<file path="src/rtl/transpose_conv_accumulator.sv">
// Scatter-add accumulator for a full transposed convolution: each input beat adds
// a KxK product window into an MxM map, which is then drained in raster order.
module transpose_conv_accumulator #(
  parameter int K       = 3,
  parameter int N       = 2,
  parameter int OLEN    = 16,
  parameter int ACC_LEN = 20
) (
  input  logic               clk,
  input  logic               rst,
  input  logic               in_valid,
  output logic               in_ready,
  input  logic [OLEN-1:0]    prod [0:K*K-1],
  output logic               out_valid,
  input  logic               out_ready,
  output logic [ACC_LEN-1:0] out_data,
  output logic               out_last
);

  localparam int M     = N + K - 1;
  localparam int DEPTH = M * M;
  localparam int AW    = (DEPTH > 1) ? $clog2(DEPTH) : 1;
  localparam int RW    = (N > 1) ? $clog2(N) : 1;
  localparam int PW    = (K * K > 1) ? $clog2(K * K) : 1;

  typedef enum logic {ACCUM, DRAIN} state_t;

  state_t             state;
  logic [RW-1:0]      in_row;
  logic [RW-1:0]      in_col;
  logic [AW-1:0]      out_idx;
  logic [ACC_LEN-1:0] acc      [0:DEPTH-1];
  logic [ACC_LEN-1:0] acc_next [0:DEPTH-1];
  logic               in_fire;
  logic               out_fire;
  logic               in_end;
  logic [AW-1:0]      addr;
  logic [PW-1:0]      pidx;

  assign in_fire  = in_valid & in_ready;
  assign out_fire = out_valid & out_ready;
  assign in_end   = (in_row == RW'(N - 1)) && (in_col == RW'(N - 1));
  assign out_data = acc[out_idx];
  assign out_last = out_valid && (out_idx == AW'(DEPTH - 1));

  // The KxK window addresses within one beat never collide, so each entry gets
  // at most one add; clear-on-read is exclusive with accumulation by state.
  always_comb begin
    acc_next = acc;
    addr     = '0;
    pidx     = '0;
    if (in_fire) begin
      for (int unsigned i = 0; i < K; i++) begin
        for (int unsigned j = 0; j < K; j++) begin
          addr = AW'((32'(in_row) + i) * M + 32'(in_col) + j);
          pidx = PW'(i * K + j);
          acc_next[addr] = acc_next[addr] + ACC_LEN'(prod[pidx]);
        end
      end
    end
    if (out_fire) begin
      acc_next[out_idx] = '0;
    end
  end

  always_ff @(posedge clk) begin
    if (rst) begin
      acc       <= '{default: '0};
      state     <= ACCUM;
      in_row    <= '0;
      in_col    <= '0;
      out_idx   <= '0;
      in_ready  <= 1'b1;
      out_valid <= 1'b0;
    end else begin
      acc <= acc_next;
      case (state)
        ACCUM: begin
          if (in_fire) begin
            if (in_col == RW'(N - 1)) begin
              in_col <= '0;
              in_row <= (in_row == RW'(N - 1)) ? '0 : in_row + 1'b1;
            end else begin
              in_col <= in_col + 1'b1;
            end
            if (in_end) begin
              state     <= DRAIN;
              in_ready  <= 1'b0;
              out_valid <= 1'b1;
            end
          end
        end
        DRAIN: begin
          if (out_fire) begin
            if (out_last) begin
              out_idx   <= '0;
              state     <= ACCUM;
              in_ready  <= 1'b1;
              out_valid <= 1'b0;
            end else begin
              out_idx <= out_idx + 1'b1;
            end
          end
        end
        default: state <= ACCUM;
      endcase
    end
  end

endmodule
</file>
<file path="config.mk">
export PLATFORM = sky130hd
export DESIGN_NAME = transpose_conv_accumulator
export DESIGN_NICKNAME = d
export VERILOG_FILES = /design/src/rtl/transpose_conv_accumulator.sv
export SDC_FILE = /design/constraint.sdc
export NUM_CORES = 2
export LEC_CHECK = 0
export ABC_AREA = 0
export CORE_UTILIZATION = 35
export DETAILED_ROUTE_END_ITERATION = 10
export SLEW_MARGIN = 20
export SYNTH_ARGS = -nofsm -noshare
export SYNTH_HDL_FRONTEND = slang
export SYNTH_SLANG_ARGS = --single-unit
export TNS_END_PERCENT = 100
</file>
<file path="constraint.sdc">
create_clock -name clk -period 7.7 [get_ports clk]
set_clock_uncertainty 0.15 [all_clocks]
set_input_delay 1.54 -clock clk [delete_from_list [all_inputs] [get_ports clk]]
set_output_delay 1.54 -clock clk [all_outputs]
set_load 0.005 [all_outputs]
</file>
==> flow_summary.json <==
{
  "crit_top_cell": "mux4_2",
  "ant_nets": 0,
  "vias": 27600,
  "cp-start-kind": "flip-flop",
  "min_to": "acc[281]",
  "htreeDepth": 2,
  "pin_count": 171,
  "worstPathMaxFanout": 47,
  "slowest_delay_ps": 860,
  "p_sw_share_pct": 42.1,
  "syn_nets": 3518,
  "postSynthAreaPerCell_um2": 8.86,
  "dpl.cell_count": 4260,
  "hold_depth": 2,
  "worstPathArrival_ps": 3840,
  "drive_gt1_share_pct": 13.4,
  "max_slew_margin_pct": 20.0,
  "grt_overflow": 0,
  "wl_per_cell_um": 27.5,
  "cts_root_buffer": "clkbuf_16",
  "holdBufCountCts": 0,
  "combinationalPowerShare_pct": 45.1,
  "place.detailed.hpwl_um": 90200,
  "crit_path_cell_trace": "buf_4 > mux4_2 > mux4_2 > clkdlybuf4s50_1",
  "period_share_pct": 71.8,
  "power_mw": 7.35,
  "drcViolationCount": 0,
  "critical_path.slowest_cell": "dfxtp_4",
  "cts_max_path_buffers": 3,
  "p_int_mw": 4.26,
  "final_util_pct": 40.1,
  "cp.required_ps": 6010,
  "grtUsageTotal_pct": 28.2,
  "reg2reg_setup_slack_ps": 2180,
  "holdWs_ps": 317,
  "slew_violations": 0,
  "die_x_um": 287,
  "ys_ff_latch": 329,
  "syn_inst": 3205,
  "p_seq_share_pct": 29.2,
  "nets": 3553,
  "syn_area_um2": 28400,
  "std_cell_rows": 104,
  "fin_ws_ps": 2170,
  "synth-async-reset-ratio_pct": 0,
  "hold_start": "acc[281]",
  "place_ws_ps": 2160,
  "hp-class": "reg2reg",
  "grt_start_max_net_pins": 80,
  "worst_pin_slew_ps": 1200,
  "ys_types": 85,
  "path_delay_family": "buffers and inverters",
  "grt_pass1_vias": 25600,
  "crit_cells": 4,
  "grt_first_pass_wirelength_um": 173000,
  "fin_crit_ps": 5530,
  "cts_setup_buffers": 0,
  "routed_via_density": 6.38,
  "first_iter_violations": 3647,
  "cts_buffers": 38,
  "power.density_nw_per_um2": 228,
  "dieArea_um2": 82300,
  "start_util_pct": 35.3,
  "path_class": "reg2out",
  "fmax_mhz": 181,
  "instances_no_fill": 4329,
  "io_buffer_count": 170,
  "setup-violations-final": 0,
  "end_kind": "output pin",
  "reg2reg_depth": 11,
  "worstReg2RegStart": "in_col",
  "rsz0062_at_grt": "no",
  "cts.sinks": 329,
  "power.leakage_nw": 11.7,
  "p_sw_mw": 3.09,
  "status": "completed",
  "crit_buf_inv": 2,
  "core_um2": 80400,
  "synth-edff-count": 0,
  "fillCellCount": 8049,
  "die_height_um": 287,
  "final_area_um2": 32300,
  "yosysWarnings": 0,
  "maxCapViolCount": 0,
  "ys_seq_area_share_pct": 23.2,
  "clk_latency_ps": 560,
  "synth_top_flop_cell": "dfxtp_1",
  "routed_wl_um": 119000,
  "dr.pass1.iters": 6,
  "ir_worst_vdd_v": 0.000143,
  "setup_tns_ps": 0,
  "r2r_end": "acc[196]",
  "hold_viol": 0,
  "clkTransAtPathRegs_ps": 70,
  "place.gp.congestion": 1.04,
  "cts_tree": "done",
  "place_area_um2": 31000,
  "syn_to_final_growth_pct": 13.6,
  "clock_power_share_pct": 25.8,
  "antenna_found_initial": 2,
  "post_cts_resize_count": 0
}
[flip-flops by register name (all words and copies together), names as in the netlist]
name / cells
in_col: 1
state: 1
in_row: 1
in_ready: 1
out_valid: 1
acc: 320
out_idx: 4
[worst max-delay path by stage]
| stage | start | end |
|---|---|---|
| after global routing | in_col | acc[92] |
| after floorplan | in_row | acc[174] |
| final | out_idx[1] | out_data[10] |
| after global placement | prod[96] | acc[196] |
| after CTS | in_col | acc[196] |
| after detailed placement | prod[96] | acc[196] |
[placed cells by master, fill, tap and decap left out, types with 8 or more instances in the layout]
| master | netlist | final |
|---|---|---|
| xnor2_1 | 90 | 90 |
| fa_1 | 9 | 9 |
| o21a_1 | 33 | 33 |
| mux2_2 | 26 | 26 |
| a221oi_1 | 13 | 13 |
| o221ai_1 | 49 | 49 |
| clkbuf_1 | 123 | 8 |
| ha_1 | 156 | 156 |
| a21oi_1 | 324 | 321 |
| o21bai_1 | 15 | 15 |
| nand2b_1 | 21 | 21 |
| nand3_1 | 41 | 41 |
| dfxtp_1 | 329 | 325 |
| mux2i_1 | 105 | 105 |
| clkinv_2 | 0 | 9 |
| or3_1 | 14 | 14 |
| a31oi_1 | 25 | 25 |
| nand2_1 | 327 | 323 |
| and3_1 | 10 | 10 |
| a211oi_1 | 134 | 134 |
| o211ai_1 | 39 | 39 |
| clkbuf_16 | 0 | 41 |
| o22ai_1 | 21 | 21 |
| nor2_1 | 363 | 355 |
| a21o_1 | 51 | 51 |
| and2_1 | 20 | 19 |
| nor2b_1 | 23 | 23 |
| clkdlybuf4s50_1 | 0 | 170 |
| inv_1 | 51 | 51 |
| nor3_1 | 64 | 64 |
| o31ai_1 | 13 | 13 |
| or2_2 | 8 | 8 |
| o21ai_0 | 164 | 164 |
| mux4_2 | 250 | 250 |
| buf_4 | 2 | 45 |
| nand4_1 | 12 | 12 |
| xor2_1 | 61 | 61 |
[cell families (layout without fill, tap and decap cells)]
kind of cell / Yosys count / count (layout) / share of synthesized area [%]
AO/OA/AOI/OAI: 970 / 970 / 22.0
AND/OR/NAND/NOR: 932 / 932 / 14.1
multiplexers: 381 / 381 / 24.5
flip-flops: 329 / 329 / 23.2
buffers and inverters: 277 / 340 / 3.99
adder cells (fa/ha/maj): 165 / 165 / 7.50
XOR/XNOR: 151 / 151 / 4.65
other: 0 / 1 / 0
[final cells by class]
| class | instances | area [µm²] | share of cell area, % |
|---|---|---|---|
| diodes | 1 | 2.50 | 0.00775 |
| clock buffers | 53 | 1110 | 3.44 |
| clock inverters | 15 | 139 | 0.430 |
| inverters | 53 | 200 | 0.620 |
| multi-input cells | 2599 | 20800 | 64.4 |
| flip-flops and latches | 329 | 6600 | 20.5 |
| well taps | 1060 | 1330 | 4.11 |
| repair buffers | 219 | 2120 | 6.57 |
[worst reg2reg max path, delay by kind of cell, from the launching register on]
kind / cells / cell delay [ps]
AOI/OAI and AO/OA: 6 / 2170
DFF: 1 / 880
adders and majority gates: 2 / 700
buffers and inverters: 1 / 440
muxes: 1 / 560
xor gates and xnor gates: 1 / 510
[cell usage after synthesis (26+ instances only)]
master,n,area share (%)
a211oi_1,134,3.5
a21o_1,51,1.3
a21oi_1,324,5.7
buf_1,30,0.40
buf_2,68,1.2
clkbuf_1,123,1.6
dfxtp_1,329,23
ha_1,156,6.9
inv_1,51,0.67
mux2_2,26,1.0
mux2i_1,105,3.7
mux4_2,250,20
nand2_1,327,4.3
nand3_1,41,0.72
nor2_1,363,4.8
nor3_1,64,1.1
o211ai_1,39,1.0
o21a_1,33,0.87
o21ai_0,164,2.9
o221ai_1,49,1.5
xnor2_1,90,2.8
xor2_1,61,1.9
[power by group through the flow]
| stage | logic (mW) | registers [mW] | clock network (mW) |
|---|---|---|---|
| 3_5_place_dp | 3.21 | 2.16 | 0 |
| 5_1_grt | 3.55 | 2.16 | 1.95 |
| 4_1_cts | 3.23 | 2.12 | 1.89 |
| 6_report | 3.31 | 2.15 | 1.90 |
| 3_3_place_gp | 3.19 | 2.15 | 0 |
| 2_1_floorplan | 2.25 | 2.02 | 0 |
[routing by layer]
layer  share of wire [%]  routed length (µm)  global-route usage (%)  vias to the layer above
li1                    -                   -                       -                    12200
met1                  42               50500                    40.6                    13400
met2                  42               49600                    40.9                     1726
met3                  12               14200                    6.42                      219
met4                 4.0                4740                    10.4                        4
met5               0.019                  23                       0                        -
(Power assumes the default switching activity.)
